--- src/rtl/fft_iter_addr_gen.sv ---
// rtl/fft_iter_addr_gen.sv - layer/butterfly address generator for the iterative radix-2 in-place FFT
module fft_iter_addr_gen #(
  parameter int LAYERS      = 5,
  parameter int BUTTERFLYES = 16,
  parameter int LayWL       = 3,
  parameter int ButtWL      = 4,
  parameter int AddrWL      = 5
) (
  input  logic              CLK,
  input  logic              RST,
  input  logic              EN,
  input  logic              START,
  input  logic              ADDR_EN,
  input  logic              BUT_STROB,
  output logic              BUSY,
  output logic              DONE,
  output logic              LAST_BUT,
  output logic [LayWL-1:0]  LAYER,
  output logic [AddrWL-1:0] RD_ADDR_A,
  output logic [AddrWL-1:0] RD_ADDR_B,
  output logic [ButtWL-1:0] TW_ADDR,
  output logic [AddrWL-1:0] WR_ADDR_A,
  output logic [AddrWL-1:0] WR_ADDR_B
);

  typedef enum logic [1:0] {IDLE, RUN, FIN} state_t;

  localparam logic [LayWL-1:0]  S_LAST = LayWL'(LAYERS - 1);
  localparam logic [ButtWL-1:0] B_LAST = ButtWL'(BUTTERFLYES - 1);

  state_t             state_q;
  logic [LayWL-1:0]   s_q;
  logic [ButtWL-1:0]  b_q;
  logic               busy_q;
  logic               done_q;
  logic [AddrWL-1:0]  wr_a_q;
  logic [AddrWL-1:0]  wr_b_q;

  logic [AddrWL-1:0]  half;
  logic [ButtWL-1:0]  pos;
  logic [ButtWL-1:0]  grp;
  logic [LayWL-1:0]   sp1;
  logic [LayWL-1:0]   tw_sh;
  logic [AddrWL-1:0]  rd_a;
  logic [AddrWL-1:0]  rd_b;
  logic [ButtWL-1:0]  tw;
  logic               run;

  // Butterfly b of layer s pairs elements half apart inside groups of 2*half.
  always_comb begin
    half  = AddrWL'(1) << s_q;
    pos   = b_q & ButtWL'(half - AddrWL'(1));
    grp   = b_q >> s_q;
    sp1   = s_q + LayWL'(1);
    tw_sh = S_LAST - s_q;
    rd_a  = (AddrWL'(grp) << sp1) | AddrWL'(pos);
    rd_b  = rd_a + half;
    tw    = pos << tw_sh;
  end

  assign run       = (state_q == RUN);
  assign BUSY      = busy_q;
  assign DONE      = done_q;
  assign LAST_BUT  = run && (s_q == S_LAST) && (b_q == B_LAST);
  assign LAYER     = s_q;
  assign RD_ADDR_A = run ? rd_a : '0;
  assign RD_ADDR_B = run ? rd_b : '0;
  assign TW_ADDR   = run ? tw : '0;
  assign WR_ADDR_A = wr_a_q;
  assign WR_ADDR_B = wr_b_q;

  always_ff @(posedge CLK) begin
    if (RST) begin
      state_q <= IDLE;
      s_q     <= '0;
      b_q     <= '0;
      busy_q  <= 1'b0;
      done_q  <= 1'b0;
      wr_a_q  <= '0;
      wr_b_q  <= '0;
    end else if (EN) begin
      case (state_q)
        IDLE: begin
          if (START) begin
            s_q     <= '0;
            b_q     <= '0;
            busy_q  <= 1'b1;
            state_q <= RUN;
          end
        end
        RUN: begin
          // Strobe samples the pre-advance addresses even when ADDR_EN is also high.
          if (BUT_STROB) begin
            wr_a_q <= rd_a;
            wr_b_q <= rd_b;
          end
          if (ADDR_EN) begin
            if (b_q != B_LAST) begin
              b_q <= b_q + ButtWL'(1);
            end else if (s_q != S_LAST) begin
              b_q <= '0;
              s_q <= s_q + LayWL'(1);
            end else begin
              b_q     <= '0;
              s_q     <= '0;
              busy_q  <= 1'b0;
              done_q  <= 1'b1;
              state_q <= FIN;
            end
          end
        end
        FIN: begin
          done_q  <= 1'b0;
          state_q <= IDLE;
        end
        default: begin
          busy_q  <= 1'b0;
          done_q  <= 1'b0;
          state_q <= IDLE;
        end
      endcase
    end
  end

endmodule

--- config.mk ---
export PLATFORM = sky130hd
export DESIGN_NAME = fft_iter_addr_gen
export DESIGN_NICKNAME = d
export VERILOG_FILES = /design/src/rtl/fft_iter_addr_gen.sv
export SDC_FILE = /design/constraint.sdc
export NUM_CORES = 1
export LEC_CHECK = 0
export ABC_CLOCK_PERIOD_IN_PS = 8600
export CAP_MARGIN = 40
export CORE_ASPECT_RATIO = 1.1
export CORE_MARGIN = 5
export CORE_UTILIZATION = 38
export DETAILED_ROUTE_END_ITERATION = 7
export REMOVE_ABC_BUFFERS = 1
export SETUP_SLACK_MARGIN = 0.3
export SKIP_LAST_GASP = 1
export SLEW_MARGIN = 5
export SYNTH_ARGS = -nofsm -noshare
export SYNTH_HDL_FRONTEND = slang
export SYNTH_SLANG_ARGS = --single-unit
--- constraint.sdc ---
create_clock -name CLK -period 8.6 [get_ports CLK]
set_input_delay 2.58 -clock CLK [delete_from_list [all_inputs] [get_ports CLK]]
set_output_delay 2.58 -clock CLK [all_outputs]
set_load 0.03 [all_outputs]
Word level (Yosys, flattened, before mapping)
Cells that the tools add are included.
{"block": "totals", "ff_bits": 21, "input_bits": 6, "out_inout_bits": 30, "wordCells": 66}
{"block": "classes", "n_bitwise": 4, "n_eq_ne": 10, "addsub": 5, "n_reduce_logical": 10, "n_mux": 26, "n_shift": 4}
{"cell": "two-way mux 4 bit", "count": 4}
{"cell": "AND reduction 5 bit", "count": 3}
{"cell": "two-way mux 3 bit", "count": 4}
{"cell": "two-way mux 5 bit", "count": 2}
{"cell": "two-way mux 2 bit", "count": 4}
{"cell": "!= test 2 bit (second input constant)", "count": 4}
{"cell": "case mux 4 bit (2 select lines)", "count": 1}
{"cell": "two-way mux 1 bit", "count": 7}
{"cell": "case mux 3 bit (2 select lines)", "count": 1}
{"cell": "AND reduction 6 bit", "count": 1}
{"cell": "adder 5 bit", "count": 1}
{"cell": "OR 5 x 4 -> 5 bit", "count": 1}
{"cell": "left shift 1 x 3 -> 5 bit (first input constant)", "count": 1}
{"cell": "left shift 4 x 3 -> 5 bit", "count": 1}
{"cell": "adder 4 x 1 -> 4 bit (second input constant)", "count": 1}
{"cell": "bitwise AND 4 bit", "count": 1}
{"cell": "== test 4 bit (second input constant)", "count": 1}
{"cell": "!= test 4 bit (second input constant)", "count": 1}
{"cell": "case mux 2 bit (2 select lines)", "count": 1}
{"cell": "AND reduction 4 bit", "count": 1}
{"cell": "left shift 4 x 3 -> 4 bit", "count": 1}
{"cell": "right shift 4 x 3 -> 4 bit", "count": 1}
{"cell": "subtractor 4 x 1 -> 4 bit (second input constant)", "count": 1}
{"cell": "adder 3 x 1 -> 3 bit (second input constant)", "count": 1}
{"cell": "other kinds (12)", "count": 14}

Logic depth before layout (Yosys ltp)
{"block": "depth", "word_depth": 6, "depth_mapped": 16, "mapped_depth_nobuf": 15}

Least setup slack after synthesis
Ideal clock, no wire load.
{"block": "synth_timing", "path_type": "reg-to-output", "startpoint": "register s_q[0], in the netlist LAYER[0]", "endpoint": "output RD_ADDR_B[4]", "required_ns": 6.020, "n_path_buf": 1, "arrival_ns": 3.765, "setup_slack_ns": 2.255, "path_stages_with_launch": 17, "path_cell_list": "dfxtp_1 buf_2 inv_1 ha_1 inv_1 nand2_1 nor4b_1 nor2_1 inv_1 ha_1 inv_1 fa_1 nand2b_1 a21oi_1 xnor2_1 and3_1 nor3_1"}
{"block": "synth_via", "elab_chain_len": 6, "word_cells_on_any_way": 9, "classes_between": "3 x add/sub; 3 x shift; 1 x mux; 2 x bitwise"}
{"element": "from (decl)", "line": "32", "text": "logic [LayWL-1:0] s_q;"}
{"element": "from (signal assigned)", "line": "102", "text": "s_q <= s_q + LayWL'(1);"}
{"element": "left shift 1 x 3 -> 5 bit", "line": "51", "text": "half = AddrWL'(1) << s_q;"}
{"element": "subtractor 4 x 1 -> 4 bit", "line": "52", "text": "pos = b_q & ButtWL'(half - AddrWL'(1));"}
{"element": "bitwise AND 4 bit", "line": "52"}
{"element": "OR 5 x 4 -> 5 bit *", "line": "56", "text": "rd_a = (AddrWL'(grp) << sp1) | AddrWL'(pos);"}
{"element": "net rd_a[0]", "line": "44", "text": "logic [AddrWL-1:0] rd_a;"}
{"element": "adder 5 bit *", "line": "57", "text": "rd_b = rd_a + half;"}
{"element": "two-way mux 5 bit *", "line": "67", "text": "assign RD_ADDR_B = run ? rd_b : '0;"}
{"element": "to (decl)", "line": "20", "text": "output logic [AddrWL-1:0] RD_ADDR_B,"}
The timed path passes the listed nets; every way through them passes the cells marked *.

Final worst setup path
Same ends and word-level chain as after synthesis.

==> reports/metrics.yaml <==
synthesis:
  synthFlopType: "dfxtp_1"
  synth_area_leader_cell: "dfxtp_1"
  netlist.area_leader.share_pct: 26.3
  syn-cell-area_um2: 1600
  syn_inst: 207
  ys_seq_area_share_pct: 26.3
  avgSynthCellArea_um2: 7.71
  ys_top_cells_by_area: "dfxtp_1 (26%), ha_1 (9.4%), nor2_1 (6.6%)"
  yosys_warnings: 0
  synth_edf_count: 0
  ys_ff_latch: 21
  async_flop_share_pct: 0
  synth_cell_types: 46
clock_tree:
  numClockSinks: 21
  clk_latency_ns: 0.26
  cts.path.max_buffers: 2
  ctsHoldBuffers: 0
  cts_tree: "built"
  cts_setup_buffers: 0
  root_buffer: "clkbuf_8"
  cts_max_level: 1
  clk_pin_slew_ns: 0.09
  cts_resized: 0
  cts_buffers: 3
grt:
  grt_pass1_wl_um: 6780
  grt_max_degree: 23
  gr-total-overflow: 0
  antenna_found_initial: 0
  grt_pass1_vias: 1391
  grtUsageTotal_pct: 14.5
floorplanning:
  core_um2: 4020
  core.rowCount: 24
  die-height_um: 78.0
  io_pins: 36
  initial_core_util_pct: 39.7
  fp.dieW_um: 71.8
  die_area_um2: 5600
critical_path:
  endpoint_kind: "output port"
  r2r_cells: 15
  critPathRequiredTime_ns: 6.02
  regToRegSetupSlack_ns: 4.90
  path_class: "reg -> out"
  crit_arrival_ns: 4.59
  start_kind: "flop"
  critPathMaxFanout: 18
timing:
  finalCritPeriodShare_pct: 83.4
  tns_ns: 0
  setup_ws_ns: 1.43
  tightest_slew_ns: 0.827
  fmax_mhz: 139
  slew_headroom_pct: 44.7
  period_minus_slack_ns: 7.17
  setup_viol: 0
  drv_slew: 0
  skew_ns: 0.0110
  grt_setup_unrepaired: "false"
  hold_viol_final: 0
layout:
  final_common_cell: "clkdlybuf4s50_1"
  antennaDiodeCount: 0
  nets: 255
  fillers: 402
  final_cell_mix: "clkdlybuf4s50_1 (35), nor2_1 (28), dfxtp_1 (21)"
  syn2layout_area_growth_pct: 25.5
  drive_above_1_share_pct: 4.68
worst_hold_path:
  hp-class: "reg -> reg"
  hold_depth: 2
power:
  power_density_nw_per_um2: 104
  swShare_pct: 29.0
  p_seq_share_pct: 49.7
  p_sw_uw: 60.5
  power_frac_clock_pct: 31.6
  max-vdd-ir-drop_v: 0.0000685
  p_int_uw: 148
  p_leak_nw: 0.766
  combPwrFrac_pct: 18.7
routing:
  avgRoutedWirePerCell_um: 13.7
  routed_via_density: 5.25
  drt-initial-drc-count: 159
  drt_first_pass_iters: 4
  route.vias.total: 1506
  drt-total-wl_um: 3920
  drc: 0
  detail-route-antenna-nets: 0
placement:
  dp_slack_ns: 1.73
  portBuffers: 35
  hpwl_um: 2930
  place.gp.congestion: 0.883
job:
  drv_cap: 0
status:
  outcome: "completed"
## state kept, by name (all words and copies together), names as in the netlist
signal,flops
b_q,4
BUSY,1
LAYER,3
state_q,2
DONE,1
WR_ADDR_B,5
WR_ADDR_A,5
## per-stage QoR
stage	area (um2)	hold slack, ns	power [mW]	std cells	util, %
2_1_floorplan	1540	0.456	0.130	196	-
3_3_place_gp	1960	0.456	0.145	283	48.7
3_5_place_dp	1960	0.448	0.145	283	48.7
4_1_cts	2000	0.459	0.211	287	49.8
5_1_grt	2000	0.497	0.220	287	49.8
6_report	2000	0.457	0.208	287	49.8
## critical path: stages (launching register included)
cell	delay (ns)
dfxtp_1	0.68
inv_1	0.23
ha_1	0.53
inv_1	0.17
nand2_1	0.08
nor4b_1	0.24
nor2_1	0.10
inv_1	0.08
ha_1	0.16
inv_1	0.06
fa_1	0.43
nand2b_1	0.17
a21oi_1	0.23
xnor2_1	0.11
and3_1	0.19
nor3_1	0.15
clkdlybuf4s50_1	0.71
## final cells by class
class	instances	area (um2)	share of cell area (%)
multi-input cells	163	1080	53.7
flip-flops and latches	21	420	21.0
repair buffers	35	350	17.5
well taps	52	65.1	3.25
inverters	12	45.0	2.25
clock buffers	3	41.3	2.06
clock inverters	1	5.00	0.250
## synthesized netlist by cell type, drive strengths merged, types with 3 or more instances
cell type and instances:
nor2b 8, and3 4, and2 3, nand3 5, clkbuf 6, a211oi 8, a31oi 4, inv 12
nand2 12, o21a 3, xor2 5, buf 5, ha 12, nor2 28, mux2i 3, dfxtp 21
nand4 5, nor3 8, a21oi 15, nand2b 5, o21ai 10
## power by group through the flow
stage / Combinational (mW) / Sequential, mW / Clock (mW)
floorplan: 0.0206 / 0.109 / 0
global placement: 0.0393 / 0.106 / 0
detailed placement: 0.0390 / 0.106 / 0
CTS: 0.0392 / 0.104 / 0.0679
global route: 0.0429 / 0.104 / 0.0733
finish: 0.0388 / 0.104 / 0.0659
## routing by layer
metal	vias to the layer above	GRT usage [%]	part of all wire (%)
met2	35	22.8	45
met1	685	20.9	49
met4	0	2.82	0.48
met5	-	0	0
met3	2	2.45	4.9
li1	784	-	-
## kinds of logic after synthesis
family | synth area share (%)
flops | 26.3
buf+inv | 6.19
xor+xnor | 3.84
compound gates | 20.8
fa+ha+maj | 10.7
simple gates | 28.6
mux | 3.53
## final timing paths
path,end,start
worst max register to register,WR_ADDR_B[4],LAYER[0]
worst min-delay path,WR_ADDR_B[0],WR_ADDR_B[0]
worst min register to register,WR_ADDR_B[0],WR_ADDR_B[0]
worst max-delay path,RD_ADDR_B[4],LAYER[0]
(Power assumes the default switching activity.)
